--- config.mk ---
export PLATFORM = sky130hd
export DESIGN_NAME = watch_counter_flat
export DESIGN_NICKNAME = d
export VERILOG_FILES = /design/src/rtl/watch_pkg.sv /design/src/rtl/watch_counter_if.sv /design/src/rtl/watch_digit_cnt.sv /design/src/rtl/watch_counter.sv /design/src/flat_wrapper.sv
export SDC_FILE = /design/constraint.sdc
export NUM_CORES = 1
export LEC_CHECK = 0
export BUFFER_PORTS_ARGS = -buffer_cell sky130_fd_sc_hd__buf_2
export CORE_AREA = 2 2 107 109
export CTS_CLUSTER_SIZE = 8
export DETAILED_ROUTE_END_ITERATION = 6
export DIE_AREA = 0 0 109 111
export SLEW_MARGIN = 30
export SYNTH_ARGS = -nofsm -noshare
export SYNTH_HDL_FRONTEND = slang
export SYNTH_SLANG_ARGS = --single-unit
--- constraint.sdc ---
create_clock -name clk -period 2.9 [get_ports clk]
set_input_delay 0.145 -clock clk [delete_from_list [all_inputs] [get_ports clk]]
set_output_delay 0.145 -clock clk [all_outputs]
set_load 0.005 [all_outputs]
--- src/rtl/watch_pkg.sv ---
// Shared stopwatch definitions: field widths, field limits and the
// time-of-day record passed between the counter, converter and formatter.
package watch_pkg;
  localparam int MS_W     = 10;
  localparam int SEC_W    = 6;
  localparam int MIN_W    = 6;
  localparam int HR_W_DEF = 4;

  localparam int MS_MAX  = 999;
  localparam int SEC_MAX = 59;
  localparam int MIN_MAX = 59;

  typedef struct packed {
    logic [HR_W_DEF-1:0] hr;
    logic [MIN_W-1:0]    min;
    logic [SEC_W-1:0]    s;
    logic [MS_W-1:0]     ms;
  } watch_time_t;
endpackage

--- src/rtl/watch_counter_if.sv ---
// Control, preset, time and lap bundle between the stopwatch controller
// (master) and the watch_counter time base (slave).
interface watch_counter_if #(parameter int HR_WIDTH = 4);
  import watch_pkg::*;

  logic                enable;
  logic                mode;
  logic                load;
  logic [MS_W-1:0]     load_ms;
  logic [SEC_W-1:0]    load_s;
  logic [MIN_W-1:0]    load_min;
  logic [HR_WIDTH-1:0] load_hr;
  logic                lap;

  logic [MS_W-1:0]     ms;
  logic [SEC_W-1:0]    s;
  logic [MIN_W-1:0]    min;
  logic [HR_WIDTH-1:0] hr;
  logic [MS_W-1:0]     lap_ms;
  logic [SEC_W-1:0]    lap_s;
  logic [MIN_W-1:0]    lap_min;
  logic [HR_WIDTH-1:0] lap_hr;
  logic                lap_valid;
  logic                tick;
  logic                wrap;
  logic                expired;

  modport master (
    output enable, mode, load, load_ms, load_s, load_min, load_hr, lap,
    input  ms, s, min, hr, lap_ms, lap_s, lap_min, lap_hr,
           lap_valid, tick, wrap, expired
  );

  modport slave (
    input  enable, mode, load, load_ms, load_s, load_min, load_hr, lap,
    output ms, s, min, hr, lap_ms, lap_s, lap_min, lap_hr,
           lap_valid, tick, wrap, expired
  );
endinterface

--- src/rtl/watch_digit_cnt.sv ---
// One time field: modulus MAX+1 up/down counter with saturating preset.
// Carry/borrow out are combinational from the current value so fields can
// be chained and all step on the same edge.
module watch_digit_cnt #(
  parameter int W   = 4,
  parameter int MAX = 9
) (
  input  logic         clk,
  input  logic         reset,
  input  logic         inc_i,
  input  logic         dec_i,
  input  logic         load_i,
  input  logic [W-1:0] load_val_i,
  output logic [W-1:0] val_o,
  output logic         co_o,
  output logic         bo_o
);
  localparam logic [W-1:0] MAXV = W'(MAX);

  logic [W-1:0] val_q, val_d;

  // Next value: preset (saturated) wins over stepping.
  always_comb begin
    val_d = val_q;
    if (load_i)     val_d = (load_val_i > MAXV) ? MAXV : load_val_i;
    else if (inc_i) val_d = (val_q == MAXV) ? '0 : val_q + 1'b1;
    else if (dec_i) val_d = (val_q == '0) ? MAXV : val_q - 1'b1;
  end

  // Field register.
  always_ff @(posedge clk) begin
    if (reset) val_q <= '0;
    else       val_q <= val_d;
  end

  assign val_o = val_q;
  assign co_o  = inc_i && (val_q == MAXV);
  assign bo_o  = dec_i && (val_q == '0);
endmodule

--- src/rtl/watch_counter.sv ---
// Stopwatch/timer time base: 1 ms prescaler feeding four chained field
// counters (ms, s, min, hr), with preset load, lap capture, wrap and expiry.
module watch_counter
  import watch_pkg::*;
#(
  parameter int TICK_DIV = 50000,
  parameter int HR_WIDTH = 4,
  parameter int HR_LIMIT = 10
) (
  input  logic            clk,
  input  logic            reset,
  watch_counter_if.slave  bus
);
  localparam int PW = (TICK_DIV > 1) ? $clog2(TICK_DIV) : 1;
  localparam logic [PW-1:0] PRESC_LAST = PW'(TICK_DIV - 1);

  logic [PW-1:0]       presc_q, presc_d;
  logic                tick_fire, upd, inc_ms, dec_ms, uflow, ld;
  logic                co_ms, bo_ms, co_s, bo_s, co_min, bo_min, co_hr;
  logic [MS_W-1:0]     ms_w, ld_ms;
  logic [SEC_W-1:0]    s_w, ld_s;
  logic [MIN_W-1:0]    min_w, ld_min;
  logic [HR_WIDTH-1:0] hr_w, ld_hr;
  logic [MS_W-1:0]     lap_ms_q;
  logic [SEC_W-1:0]    lap_s_q;
  logic [MIN_W-1:0]    lap_min_q;
  logic [HR_WIDTH-1:0] lap_hr_q;
  logic                tick_q, wrap_q, expired_q, lap_valid_q;

  assign tick_fire = bus.enable && (presc_q == PRESC_LAST);
  // A tick landing on a load cycle is dropped.
  assign upd       = tick_fire && !bus.load;
  assign inc_ms    = upd && !bus.mode;
  // Once expired, down ticks are ignored until a load or reset.
  assign dec_ms    = upd && bus.mode && !expired_q;
  // Borrow out of the hour field means every field was zero: instead of
  // rolling under, reload zeros and flag expiry.
  assign uflow     = dec_ms && (hr_w == '0) && bo_ms && bo_s && bo_min;
  assign ld        = bus.load || uflow;
  assign ld_ms     = bus.load ? bus.load_ms  : '0;
  assign ld_s      = bus.load ? bus.load_s   : '0;
  assign ld_min    = bus.load ? bus.load_min : '0;
  assign ld_hr     = bus.load ? bus.load_hr  : '0;

  watch_digit_cnt #(.W(MS_W), .MAX(MS_MAX)) u_ms (
    .clk(clk), .reset(reset), .inc_i(inc_ms), .dec_i(dec_ms), .load_i(ld),
    .load_val_i(ld_ms), .val_o(ms_w), .co_o(co_ms), .bo_o(bo_ms));

  watch_digit_cnt #(.W(SEC_W), .MAX(SEC_MAX)) u_s (
    .clk(clk), .reset(reset), .inc_i(co_ms), .dec_i(bo_ms), .load_i(ld),
    .load_val_i(ld_s), .val_o(s_w), .co_o(co_s), .bo_o(bo_s));

  watch_digit_cnt #(.W(MIN_W), .MAX(MIN_MAX)) u_min (
    .clk(clk), .reset(reset), .inc_i(co_s), .dec_i(bo_s), .load_i(ld),
    .load_val_i(ld_min), .val_o(min_w), .co_o(co_min), .bo_o(bo_min));

  logic bo_hr;
  watch_digit_cnt #(.W(HR_WIDTH), .MAX(HR_LIMIT - 1)) u_hr (
    .clk(clk), .reset(reset), .inc_i(co_min), .dec_i(bo_min), .load_i(ld),
    .load_val_i(ld_hr), .val_o(hr_w), .co_o(co_hr), .bo_o(bo_hr));

  // Prescaler next state: load restarts the ms period, enable=0 freezes it.
  always_comb begin
    presc_d = presc_q;
    if (bus.load)        presc_d = '0;
    else if (bus.enable) presc_d = tick_fire ? '0 : presc_q + 1'b1;
  end

  // Prescaler, status pulses, expiry and lap capture registers.
  always_ff @(posedge clk) begin
    if (reset) begin
      presc_q     <= '0;
      tick_q      <= 1'b0;
      wrap_q      <= 1'b0;
      expired_q   <= 1'b0;
      lap_valid_q <= 1'b0;
      lap_ms_q    <= '0;
      lap_s_q     <= '0;
      lap_min_q   <= '0;
      lap_hr_q    <= '0;
    end else begin
      presc_q     <= presc_d;
      tick_q      <= upd;
      wrap_q      <= inc_ms && co_hr;
      if (bus.load)   expired_q <= 1'b0;
      else if (bo_hr) expired_q <= 1'b1;
      lap_valid_q <= bus.lap;
      if (bus.lap) begin
        lap_ms_q  <= ms_w;
        lap_s_q   <= s_w;
        lap_min_q <= min_w;
        lap_hr_q  <= hr_w;
      end
    end
  end

  assign bus.ms        = ms_w;
  assign bus.s         = s_w;
  assign bus.min       = min_w;
  assign bus.hr        = hr_w;
  assign bus.lap_ms    = lap_ms_q;
  assign bus.lap_s     = lap_s_q;
  assign bus.lap_min   = lap_min_q;
  assign bus.lap_hr    = lap_hr_q;
  assign bus.lap_valid = lap_valid_q;
  assign bus.tick      = tick_q;
  assign bus.wrap      = wrap_q;
  assign bus.expired   = expired_q;
endmodule

--- src/flat_wrapper.sv ---
// flat-port wrapper written by rule: the top's interface ports become plain ports
module watch_counter_flat import watch_pkg::*;
#(
  parameter int TICK_DIV = 50000,
  parameter int HR_WIDTH = 4,
  parameter int HR_LIMIT = 10
)
  (clk, reset, bus_enable, bus_mode, bus_load, bus_load_ms, bus_load_s, bus_load_min, bus_load_hr, bus_lap, bus_ms, bus_s, bus_min, bus_hr, bus_lap_ms, bus_lap_s, bus_lap_min, bus_lap_hr, bus_lap_valid, bus_tick, bus_wrap, bus_expired);
  watch_counter_if #(.HR_WIDTH(HR_WIDTH)) bus_i ();
  input  logic clk;
  input  logic reset;
  input wire logic [$bits(bus_i.enable)-1:0] bus_enable;
  input wire logic [$bits(bus_i.mode)-1:0] bus_mode;
  input wire logic [$bits(bus_i.load)-1:0] bus_load;
  input wire logic [$bits(bus_i.load_ms)-1:0] bus_load_ms;
  input wire logic [$bits(bus_i.load_s)-1:0] bus_load_s;
  input wire logic [$bits(bus_i.load_min)-1:0] bus_load_min;
  input wire logic [$bits(bus_i.load_hr)-1:0] bus_load_hr;
  input wire logic [$bits(bus_i.lap)-1:0] bus_lap;
  output wire logic [$bits(bus_i.ms)-1:0] bus_ms;
  output wire logic [$bits(bus_i.s)-1:0] bus_s;
  output wire logic [$bits(bus_i.min)-1:0] bus_min;
  output wire logic [$bits(bus_i.hr)-1:0] bus_hr;
  output wire logic [$bits(bus_i.lap_ms)-1:0] bus_lap_ms;
  output wire logic [$bits(bus_i.lap_s)-1:0] bus_lap_s;
  output wire logic [$bits(bus_i.lap_min)-1:0] bus_lap_min;
  output wire logic [$bits(bus_i.lap_hr)-1:0] bus_lap_hr;
  output wire logic [$bits(bus_i.lap_valid)-1:0] bus_lap_valid;
  output wire logic [$bits(bus_i.tick)-1:0] bus_tick;
  output wire logic [$bits(bus_i.wrap)-1:0] bus_wrap;
  output wire logic [$bits(bus_i.expired)-1:0] bus_expired;
  assign bus_i.enable = bus_enable;
  assign bus_i.mode = bus_mode;
  assign bus_i.load = bus_load;
  assign bus_i.load_ms = bus_load_ms;
  assign bus_i.load_s = bus_load_s;
  assign bus_i.load_min = bus_load_min;
  assign bus_i.load_hr = bus_load_hr;
  assign bus_i.lap = bus_lap;
  assign bus_ms = bus_i.ms;
  assign bus_s = bus_i.s;
  assign bus_min = bus_i.min;
  assign bus_hr = bus_i.hr;
  assign bus_lap_ms = bus_i.lap_ms;
  assign bus_lap_s = bus_i.lap_s;
  assign bus_lap_min = bus_i.lap_min;
  assign bus_lap_hr = bus_i.lap_hr;
  assign bus_lap_valid = bus_i.lap_valid;
  assign bus_tick = bus_i.tick;
  assign bus_wrap = bus_i.wrap;
  assign bus_expired = bus_i.expired;
  watch_counter #(.TICK_DIV(TICK_DIV), .HR_WIDTH(HR_WIDTH), .HR_LIMIT(HR_LIMIT)) u_core (.clk(clk), .reset(reset), .bus(bus_i));
endmodule
# ---- Word level (Yosys, flattened, before mapping)
# Cells that the tools add are included.
dict set report totals {
  register_bits 72
  in_bits 32
  out_inout_bits 56
  word_cells 91
}
dict set report classes {
  addsub 9
  magnitude_cmp 4
  eq_ne 5
  n_mux 29
  reduce_logical 31
}
# op n
set op_table {}
lappend op_table {{6-bit 2-to-1 mux} 14}
lappend op_table {{10-bit 2-to-1 mux} 7}
lappend op_table {{4-bit 2-to-1 mux} 7}
lappend op_table {{1-bit logical AND} 18}
lappend op_table {{16-bit by 1-bit adder with 16-bit output (second input constant)} 1}
lappend op_table {{16-bit == test (second input constant)} 1}
lappend op_table {{16-bit 2-to-1 mux} 1}
lappend op_table {{6-bit by 1-bit adder with 6-bit output (second input constant)} 2}
lappend op_table {{6-bit == test (second input constant)} 2}
lappend op_table {{6-bit > comparator (second input constant)} 2}
lappend op_table {{6-bit zero test} 2}
lappend op_table {{3-bit nonzero test} 4}
lappend op_table {{6-bit by 1-bit subtractor with 6-bit output (second input constant)} 2}
lappend op_table {{10-bit by 1-bit adder with 10-bit output (second input constant)} 1}
lappend op_table {{10-bit == test (second input constant)} 1}
lappend op_table {{10-bit > comparator (second input constant)} 1}
lappend op_table {{10-bit zero test} 1}
lappend op_table {{10-bit by 1-bit subtractor with 10-bit output (second input constant)} 1}
lappend op_table {{4-bit by 1-bit adder with 4-bit output (second input constant)} 1}
lappend op_table {{4-bit == test (second input constant)} 1}
lappend op_table {{4-bit > comparator (second input constant)} 1}
lappend op_table {{4-bit zero test} 1}
lappend op_table {{4-bit by 1-bit subtractor with 4-bit output (second input constant)} 1}
lappend op_table {{1-bit zero test} 3}
lappend op_table {{other kinds (2)} 2}

# ---- Logic depth before layout (Yosys ltp)
# Gate-level depths: netlist (run 1).
dict set report logic_depth {
  word_depth 11
  depth_mapped 10
  mapped_depth_nobuf 9
}

# ---- By module
# A second synthesis (run 1) with hierarchy kept.
dict set report unflattened {
  cells_unflattened 590
  area_unflattened_um2 4862.2
}
# module instances cells_per_inst area_per_inst_um2 seq_area_each_um2
set modules_own_cells {}
lappend modules_own_cells {watch_counter 1 213 2084.5 920.9}
lappend modules_own_cells {{watch_digit_cnt (u_core.u_min ...)} 2 90 638.1 120.1}
lappend modules_own_cells {{watch_digit_cnt (u_core.u_ms)} 1 145 1094.8 200.2}
lappend modules_own_cells {{watch_digit_cnt (u_core.u_hr)} 1 52 406.6 80.1}

# ---- Worst setup path before layout (run 1)
# No wires, ideal clock.
dict set report synth_timing {
  path_kind {flip-flop to flip-flop}
  from {reg u_core.u_s.val_q[0] (netlist: u_core.u_s.val_o[0])}
  to {reg u_core.u_ms.val_q[7] (netlist: u_core.u_ms.val_o[7])}
  setup_time_ns 0.122
  arrival_time_ns 2.454
  required_ns 2.778
  path_slack_ns 0.324
  stages_incl_launch_ff 11
  path_buffers 1
  period_less_slack_ns 2.576
  path_cell_list {dfxtp_1 -> inv_1 -> ha_1 -> or4b_2 -> nor4_2 -> and2_1 -> a31o_2 -> buf_2 -> a21oi_1 -> a211oi_1 -> nor3_1}
}
dict set report synth_between {
  elab_chain_len 6
  word_cells_on_any_way 8
  classes_between {1 x mux; 7 x reduce/logical}
}
# element line
set synth_lines {}
lappend synth_lines {{start, declared} watch_digit_cnt.sv:20} ;# logic [W-1:0] val_q, val_d;
lappend synth_lines {{start signal, assigned} watch_digit_cnt.sv:33} ;# else val_q <= val_d;
lappend synth_lines {{6-bit zero test *} watch_digit_cnt.sv:38} ;# assign bo_o = dec_i && (val_q == '0);
lappend synth_lines {{1-bit logical AND *} watch_digit_cnt.sv:38}
lappend synth_lines {{1-bit logical AND, on equally long branches} {watch_counter.sv:38, watch_digit_cnt.sv:38}}
lappend synth_lines {{1-bit logical AND *} watch_counter.sv:38} ;# assign uflow = dec_ms && (hr_w == '0) && bo_ms && bo_s && bo_min;
lappend synth_lines {{1-bit logical OR *} watch_counter.sv:39} ;# assign ld = bus.load || uflow;
lappend synth_lines {{3-bit nonzero test (no source line) or 10-bit 2-to-1 mux (tied branches)} --}
lappend synth_lines {{end signal, assigned} watch_digit_cnt.sv:33}
lappend synth_lines {{end, declared} watch_digit_cnt.sv:20}
# Every way passes the cells marked *; elsewhere a longest branch is shown, timed or not.
# A chain may end at the register's enable or synchronous reset.

# ---- Final worst setup path (run 1)
dict set report layout_timing {
  from {reg u_core.u_s.val_q[0] (netlist: u_core.u_s.val_o[0])}
  to {reg u_core.u_hr.val_q[2] (netlist: u_core.u_hr.val_o[2])}
}
dict set report layout_between {
  elab_chain_len 6
  word_cells_on_any_way 12
  classes_between {1 x eq/ne; 2 x mux; 9 x reduce/logical}
}
# element line
set layout_lines {}
lappend layout_lines {{6-bit zero test} watch_digit_cnt.sv:38}
lappend layout_lines {{1-bit logical AND} watch_digit_cnt.sv:38}
lappend layout_lines {{1-bit logical AND, on equally long branches} {watch_counter.sv:38, watch_digit_cnt.sv:38}}
lappend layout_lines {{1-bit logical AND} watch_counter.sv:38}
lappend layout_lines {{1-bit logical OR} watch_counter.sv:39}
lappend layout_lines {{3-bit nonzero test (no source line) or 4-bit 2-to-1 mux (tied branches)} --}
lappend layout_lines {{end signal, assigned} watch_digit_cnt.sv:33}
lappend layout_lines {{end, declared} watch_digit_cnt.sv:20}
# Parallel ways exist; a longest one is shown, timed or not.

==> impl_summary.log, run 1 <==
[metrics] outcome: completed
[metrics] Tightest Pin Transition: 0.8427 ns
[metrics] H-tree depth: 3
[metrics] Sum Neg Setup Slack: 0 ns
[metrics] global-route usage over all layers: 23.54%
[metrics] detailed placer's ending HPWL: 9994 um
[metrics] # clock sinks: 72
[metrics] area of the core region: 11080 um^2
[metrics] total of fill cells in the finished design: 1116
[metrics] ranking of synthesized cells by instance count: 72 x sky130_fd_sc_hd__dfxtp_1, 72 x sky130_fd_sc_hd__nor2_1, 35 x sky130_fd_sc_hd__nand2_1, 33 x sky130_fd_sc_hd__mux2i_1, 32 x sky130_fd_sc_hd__a21oi_1
[metrics] Root Buffer Master: sky130_fd_sc_hd__clkbuf_16
[metrics] cell count after placement: 791
[metrics] net total in the final layout: 699
[metrics] Achievable Freq: 372.3 MHz
[metrics] critical path startpoint category: flop
[metrics] leading register cell type out of synthesis: sky130_fd_sc_hd__dfxtp_1
[metrics] synthesis-to-finish area growth: 21.37%
[metrics] worst setup path class: flop to flop
[metrics] Mapped Area: 4602 um^2
[metrics] DRC viols: 0
[metrics] Post-CTS Hold Fix Bufs: 0
[metrics] proportion of layout cells with a drive suffix above 1: 26.05%
[metrics] die outline width: 109 um
[metrics] initial antenna violation count: 0
[metrics] TritonCTS clock tree: yes
[metrics] number of instances in the synthesized netlist: 571
[metrics] synthesized area per cell: 8.059 um^2
[metrics] worst vdd rail ir drop: 0.2426 mV
[metrics] total congestion overflow: 0
[metrics] library cells used by synthesis: 77
[metrics] final slew viol count: 0
[metrics] routed length per placed instance: 17.00 um
[metrics] synthesized-area fraction occupied by and/or/nand/nor cells: 28.93%
[metrics] cell type with the highest aggregate area in the netlist: sky130_fd_sc_hd__dfxtp_1
[metrics] Synthesized Nets: 611
[metrics] standard-cell row count: 39
[metrics] global-route met2 utilization: 38.22%
[metrics] Synth async-reset ratio: 0%
[metrics] part of the Yosys area used for sequential elements: 31.32%
[metrics] fin cells: 807
[metrics] highest net fanout along the worst path: 9
[metrics] flip-flop and latch count after synthesis: 72
[metrics] Synth warnings: 0
[metrics] number of iterations in the first detailed-routing pass: 4
[metrics] post-synthesis share of cell area spent on full adders, half adders and majority gates: 2.175%
[metrics] First DRT Iteration DRCs: 305
[metrics] pin count of the biggest net entering global routing: 52
[metrics] Worst setup EP type: flop
[metrics] met3 Track Usage GR: 5.467%
[metrics] final setup violation count: 0
[metrics] Die ar.: 12100 um^2
[metrics] multiplexer area fraction after synthesis: 8.157%
[metrics] clock insertion delay at the later pin of the skew report: 0.35 ns
[metrics] met1 track utilization from global routing: 30.43%
[metrics] total clock buffers created by CTS: 9
[metrics] area of the multi-input gates: 2903 um^2
[metrics] gpl congestion: 0.8676
[metrics] Total Routed Length: 13720 um
[metrics] count of antenna diodes in the layout: 0
[metrics] Arrival @ worst endpoint: 2.92 ns
[metrics] total number of vias: 4572
[metrics] detail-routed via count per cell: 5.665
[metrics] count of flip-flops with a built-in enable after synthesis: 0
[metrics] total count of hold-check failures in the final report: 0
[metrics] Post-CTS Setup Repair Bufs: 0
[metrics] final critical delay including setup and external delays: 2.686 ns
[metrics] layer with the highest usage: met2
[metrics] P_leak: 2.373 nW
[metrics] I/O pin cnt: 88
[metrics] clock slew seen by the registers of the worst setup and hold paths: 0.06 ns
[metrics] starting density of the core: 41.55%
[metrics] compound-cell area share of the yosys netlist: 19.60%
[metrics] final worst clock skew: 0.007244 ns
[metrics] fin area: 5585 um^2
[metrics] synthesized-area fraction occupied by xor and xnor cells: 3.616%
[metrics] PwrDens: 478.9 nW/um^2
[metrics] dominant combinational cell family by area after synthesis: simple AND/OR/NAND/NOR gates
[metrics] vias in the first global route: 4406
[metrics] count of max-cap constraint violations: 0
[metrics] area share of the leading cell type in the synthesized netlist: 31.32%
[metrics] post-route clock period utilization: 92.62%
[metrics] path type of the worst min-delay path: input pin to flop
[metrics] least setup slack across all paths after layout: 0.2141 ns
[metrics] R2R setup slack: 0.21 ns
[metrics] minimum setup slack after placement: 0.1076 ns
[metrics] CTS max path bufs: 2
[metrics] number of port buffers: 87
[metrics] storage element area: 1441 um^2
[metrics] main area contributors after synthesis: sky130_fd_sc_hd__dfxtp_1 31%, sky130_fd_sc_hd__mux2i_1 7.2%, sky130_fd_sc_hd__nor2_1 5.9%, sky130_fd_sc_hd__a21oi_1 3.5%, sky130_fd_sc_hd__nand2_1 2.9%
[metrics] Area after DPL: 5284 um^2
[metrics] Design Power: 2.675 mW
[metrics] height of the chip: 111 um
[metrics] Slew HR: 43.82%
[metrics] number of routed nets with antenna violations: 0
[metrics] first-pass GRT wire length: 22310 um
[metrics] critical path required time: 3.14 ns
-- critical path: stages (launching register included) --
cell	delay [ns]
sky130_fd_sc_hd__dfxtp_1	0.30
sky130_fd_sc_hd__inv_1	0.12
sky130_fd_sc_hd__ha_2	0.25
sky130_fd_sc_hd__or4b_2	0.66
sky130_fd_sc_hd__nor4_2	0.26
sky130_fd_sc_hd__and2_4	0.23
sky130_fd_sc_hd__a31o_4	0.22
sky130_fd_sc_hd__buf_4	0.20
sky130_fd_sc_hd__a21oi_1	0.06
sky130_fd_sc_hd__o31a_1	0.27
-- routing by layer --
metal  share of wire, %  wire [um]
met1                 45       6231
met2                 48       6607
met3                4.8        661
met4                1.6        221
met5                  0          0
-- sequential cells by signal, indices dropped and copies added, names as in the netlist, 4 cells and up --
| register | cells |
|---|---|
| u_core.presc_q | 16 |
| u_core.bus.lap_ms | 10 |
| u_core.u_ms.val_o | 10 |
| u_core.bus.lap_min | 6 |
| u_core.bus.lap_s | 6 |
| u_core.u_min.val_o | 6 |
| u_core.u_s.val_o | 6 |
| u_core.bus.lap_hr | 4 |
| u_core.u_hr.val_o | 4 |
-- path summary, 6_finish.rpt --
kind / start / to / cells past startpoint
worst max register to register: u_core.u_s.val_o[0] / u_core.u_hr.val_o[2] / 9
worst max-delay path: u_core.u_s.val_o[0] / u_core.u_hr.val_o[2] / 9
worst min-delay path: bus_load_ms[8] / u_core.u_ms.val_o[8] / 3
worst min register to register: u_core.bus.lap_hr[3] / u_core.bus.lap_hr[3] / 2
-- cells in the final DEF, fill, tap and decap left out, types with 13 or more instances in the layout --
cell                       n
sky130_fd_sc_hd__nand2_1  35
sky130_fd_sc_hd__dfxtp_1  72
sky130_fd_sc_hd__mux2i_1  33
sky130_fd_sc_hd__o21ai_0  22
sky130_fd_sc_hd__nand3_1  25
sky130_fd_sc_hd__a21oi_1  31
sky130_fd_sc_hd__buf_2    87
sky130_fd_sc_hd__inv_1    16
sky130_fd_sc_hd__nor3_1   17
sky130_fd_sc_hd__or3_1    13
sky130_fd_sc_hd__nor2_1   71
sky130_fd_sc_hd__buf_4    39
-- cells by family (layout without fill, tap and decap cells) --
logic type / Yosys count / in the layout
simple gates: 242 / 242
xor+xnor: 19 / 19
fa+ha+maj: 8 / 8
flops: 72 / 72
compound gates: 129 / 129
buf+inv: 65 / 158
mux: 36 / 36
-- metrics by stage --
step | hold slack (ns) | util, %
after detailed placement | 0.4330 | 47.70
after global routing | 0.09460 | 50.42
final | 0.06741 | 50.42
after floorplan | 0.3039 | -
after global placement | 0.4223 | 47.70
after CTS | 0.06554 | 50.18
-- final cells by class --
class / count / area share (%)
clock buffers: 10 / 4.279
flip-flops and latches: 72 / 25.81
inverters: 16 / 1.075
well taps: 143 / 3.203
clock inverters: 6 / 0.6272
repair buffers: 126 / 13.04
multi-input cells: 434 / 51.97
-- repair_timing --
action	in CTS	in global routing
hold endpoints to repair	0	0
setup endpoints to repair	0	15
resized for setup	0	7
-- power breakdown --
| group | total, mW | internal (mW) | switching [mW] |
|---|---|---|---|
| registers | 1.09 | 1.04 | 0.0495 |
| logic | 0.557 | 0.249 | 0.308 |
| clock network | 1.03 | 0.595 | 0.435 |
| total | 2.67 | 1.88 | 0.792 |
(Power assumes the default switching activity.)
==> run 2: changes to the inputs <==
ABC_AREA = 1   (was unset)
CORE_AREA = 2 2 123 95   (was 2 2 107 109)
DIE_AREA = 0 0 125 97   (was 0 0 109 111)
HOLD_SLACK_MARGIN = 0.12   (was unset)
==> run 2 against run 1 <==
Compared with the run above: clock-buffer cell count down 1; core utilization is 0.18 points higher; non-clock buffer count fell by 33; critical path depth up 3; largest power group is now the clock network.
==> impl_summary.log, run 2 <==
[metrics] outcome: completed
[metrics] flip-flop and latch count after synthesis: 72
[metrics] worst vdd rail ir drop: 0.3581 mV
[metrics] library cells used by synthesis: 42
[metrics] number of iterations in the first detailed-routing pass: 5
[metrics] total clock buffers created by CTS: 9
[metrics] pin count of the biggest net entering global routing: 53
[metrics] final critical delay including setup and external delays: 2.463 ns
[metrics] Mapped Area: 4641 um^2
[metrics] final worst clock skew: 0.006376 ns
[metrics] Arrival @ worst endpoint: 2.70 ns
[metrics] height of the chip: 97 um
[metrics] PwrDens: 543.9 nW/um^2
[metrics] Slew HR: 47.51%
[metrics] main area contributors after synthesis: sky130_fd_sc_hd__dfxtp_1 31%, sky130_fd_sc_hd__nand2_1 11%, sky130_fd_sc_hd__nor2_1 8.7%, sky130_fd_sc_hd__o21ai_0 7.1%, sky130_fd_sc_hd__nand3_1 6.6%
[metrics] area of the core region: 10820 um^2
[metrics] R2R setup slack: 0.44 ns
[metrics] number of instances in the synthesized netlist: 721
[metrics] number of flip-flops under the largest register name: 16
[metrics] utilization after layout: 50.60%
[metrics] final slew viol count: 0
[metrics] synthesized area per cell: 6.436 um^2
[metrics] area share of the leading cell type in the synthesized netlist: 31.06%
[metrics] critical path startpoint category: flop
[metrics] Worst setup EP type: flop
[metrics] count of flip-flops with a built-in enable after synthesis: 0
[metrics] Tightest Pin Transition: 0.7874 ns
[metrics] initial antenna violation count: 0
[metrics] part of the Yosys area used for sequential elements: 31.06%
[metrics] gpl congestion: 0.9417
[metrics] vias in the first global route: 4465
[metrics] first-pass GRT wire length: 22820 um
[metrics] clock slew seen by the registers of the worst setup and hold paths: 0.06 ns
[metrics] leading register cell type out of synthesis: sky130_fd_sc_hd__dfxtp_1
[metrics] commonest cells after routing, fill and taps aside: 136 x sky130_fd_sc_hd__nand2_1, 107 x sky130_fd_sc_hd__nor2_1, 87 x sky130_fd_sc_hd__buf_2
[metrics] synthesis-to-finish area growth: 17.96%
[metrics] source of the worst register-to-register timing path: u_core.u_ms.val_o[0]
[metrics] count of antenna diodes in the layout: 0
[metrics] starting density of the core: 42.90%
[metrics] clock insertion delay at the later pin of the skew report: 0.34 ns
[metrics] slowest stage cell on the critical path: sky130_fd_sc_hd__dfxtp_1
[metrics] Cells on Worst Hold Path: 5
[metrics] First DRT Iteration DRCs: 430
[metrics] net total in the final layout: 837
[metrics] Sum Neg Setup Slack: 0 ns
[metrics] standard-cell row count: 33
[metrics] Worst R2R End: u_core.u_min.val_o[4]
[metrics] cell-by-cell listing of the critical path: ha_1 > nand2_1 > nor2_1 > nand4_1 > nor3_2 > nand3_2 > o21ai_0 > o21ai_1 > nand2_1 > nand2_1 > nor2_1 > nor2_1
[metrics] worst setup path class: flop to flop
[metrics] leading cell type by number of instances after synthesis: sky130_fd_sc_hd__nand2_1
[metrics] DRC viols: 0
[metrics] I/O pin cnt: 88
[metrics] number of port buffers: 87
[metrics] count of max-cap constraint violations: 0
[metrics] H-tree depth: 3
[metrics] total number of vias: 4970
[metrics] Root Buffer Master: sky130_fd_sc_hd__clkbuf_16
[metrics] Hold Crit Endpoint: u_core.u_s.val_o[5]
[metrics] P_leak: 2.550 nW
[metrics] ranking of synthesized cells by instance count: 136 x sky130_fd_sc_hd__nand2_1, 107 x sky130_fd_sc_hd__nor2_1, 72 x sky130_fd_sc_hd__dfxtp_1, 68 x sky130_fd_sc_hd__inv_1, 66 x sky130_fd_sc_hd__o21ai_0
[metrics] Crit path largest cell delay: 0.56 ns
[metrics] path type of the worst min-delay path: input pin to flop
[metrics] Worst Min Path Start: bus_load_s[5]
[metrics] highest net fanout along the worst path: 12
[metrics] global-route usage over all layers: 23.19%
[metrics] TritonCTS clock tree: yes
[metrics] CTS max path bufs: 2
[metrics] routed length per placed instance: 14.95 um
[metrics] detail-routed via count per cell: 5.276
[metrics] Die ar.: 12130 um^2
[metrics] most common library cell in the layout ignoring fill and taps: sky130_fd_sc_hd__nand2_1
[metrics] Synth warnings: 0
[metrics] Synthesized Nets: 761
[metrics] cell type with the highest aggregate area in the netlist: sky130_fd_sc_hd__dfxtp_1
[metrics] Synth async-reset ratio: 0%
[metrics] number of routed nets with antenna violations: 0
[metrics] Post-CTS Setup Repair Bufs: 0
[metrics] Achievable Freq: 406.1 MHz
[metrics] reg2reg path depth: 12
[metrics] Total Routed Length: 14090 um
[metrics] unrepaired setup endpoints after global routing: no
[metrics] detailed placer's ending HPWL: 10610 um
[metrics] final setup violation count: 0
[metrics] post-route clock period utilization: 84.92%
[metrics] critical path required time: 3.14 ns
[metrics] # clock sinks: 72
[metrics] die outline width: 125 um
[metrics] proportion of layout cells with a drive suffix above 1: 18.20%
[metrics] total congestion overflow: 0
[metrics] Most flops, register: u_core.presc_q
[metrics] total count of hold-check failures in the final report: 0
run 2: cell count changes in the layout (fill, tap and decap cells not counted), moves of 9 or more:
cell,previous run,this run
sky130_fd_sc_hd__inv_2,0,11
sky130_fd_sc_hd__a211oi_1,10,1
sky130_fd_sc_hd__o21ai_0,22,66
sky130_fd_sc_hd__mux2i_1,33,0
sky130_fd_sc_hd__o21ai_1,1,24
sky130_fd_sc_hd__nor2_1,71,107
sky130_fd_sc_hd__a21oi_1,31,49
sky130_fd_sc_hd__a221oi_1,9,0
sky130_fd_sc_hd__buf_4,39,4
sky130_fd_sc_hd__or3_1,13,0
sky130_fd_sc_hd__nand2_1,35,136
sky130_fd_sc_hd__inv_1,16,68
sky130_fd_sc_hd__nand3_1,25,61
run 2: layout make-up:
| cell class | instances | area, um^2 |
|---|---|---|
| inverter | 79 | 296.5 |
| multi-input combinational | 542 | 2731 |
| fill | 1080 | 5344 |
| tap | 140 | 175.2 |
| sequential | 72 | 1441 |
| timing repair buffer | 93 | 485.5 |
| clock buffer | 9 | 225.2 |
| clock inverter | 7 | 118.9 |
run 2: how the worst max path moves through the flow:
stage | startpoint | endpoint | slack, ns | depth (start not counted)
6_report | u_core.u_ms.val_o[0] | u_core.u_min.val_o[4] | 0.44 | 12
5_1_grt | u_core.u_min.val_o[0] | u_core.u_min.val_o[2] | 0.22 | 13
4_1_cts | u_core.u_ms.val_o[0] | u_core.u_min.val_o[4] | 0.48 | 12
3_5_place_dp | u_core.u_ms.val_o[0] | u_core.u_min.val_o[4] | 0.49 | 12
3_3_place_gp | u_core.u_ms.val_o[0] | u_core.u_min.val_o[4] | 0.50 | 12
2_1_floorplan | u_core.u_ms.val_o[0] | u_core.u_min.val_o[4] | 1.02 | 13
run 2: repair_timing:
action                                 CTS  global route
endpoints found under the hold margin    3             0
hold buffers                             2             0
resized for setup                        0             0
run 2: logic make-up after synthesis:
kind of cell / synth area share, %
flip-flops: 31.06
XOR/XNOR: 2.454
AND/OR/NAND/NOR: 37.18
buffers and inverters: 10.08
adder cells (fa/ha/maj): 2.157
AO/OA/AOI/OAI: 17.07
run 2: per-stage QoR:
step | power (mW) | instances | setup WS, ns | hold WS, ns | instance area [um^2]
finish | 2.977 | 942 | 0.4373 | 0.1445 | 5474
floorplan | 1.504 | 721 | 1.016 | 0.2074 | 4641
global route | 3.126 | 942 | 0.2169 | 0.1733 | 5474
CTS | 2.988 | 942 | 0.4828 | 0.1382 | 5474
global placement | 1.690 | 924 | 0.4962 | 0.4322 | 5110
detailed placement | 1.690 | 924 | 0.4936 | 0.4315 | 5110
run 2: worst max-delay path, delay by kind of cell (launching register included):
family / cells / cell delay [ns]
compound gates: 2 / 0.26
fa+ha+maj: 1 / 0.25
flops: 1 / 0.56
simple gates: 9 / 1.27
run 2: power by group:
part | internal (mW) | switching, mW
Clock | 0.841 | 0.453
Sequential | 1.05 | 0.0750
Combinational | 0.211 | 0.352
run 2: metal layers:
metal / GRT usage [%] / vias up / routed length [um]
li1: - / 2535 / -
met1: 34.96 / 2229 / 7415
met2: 32.19 / 191 / 5553
met3: 6.471 / 15 / 974
met4: 5.897 / 0 / 142
met5: 0 / - / 0
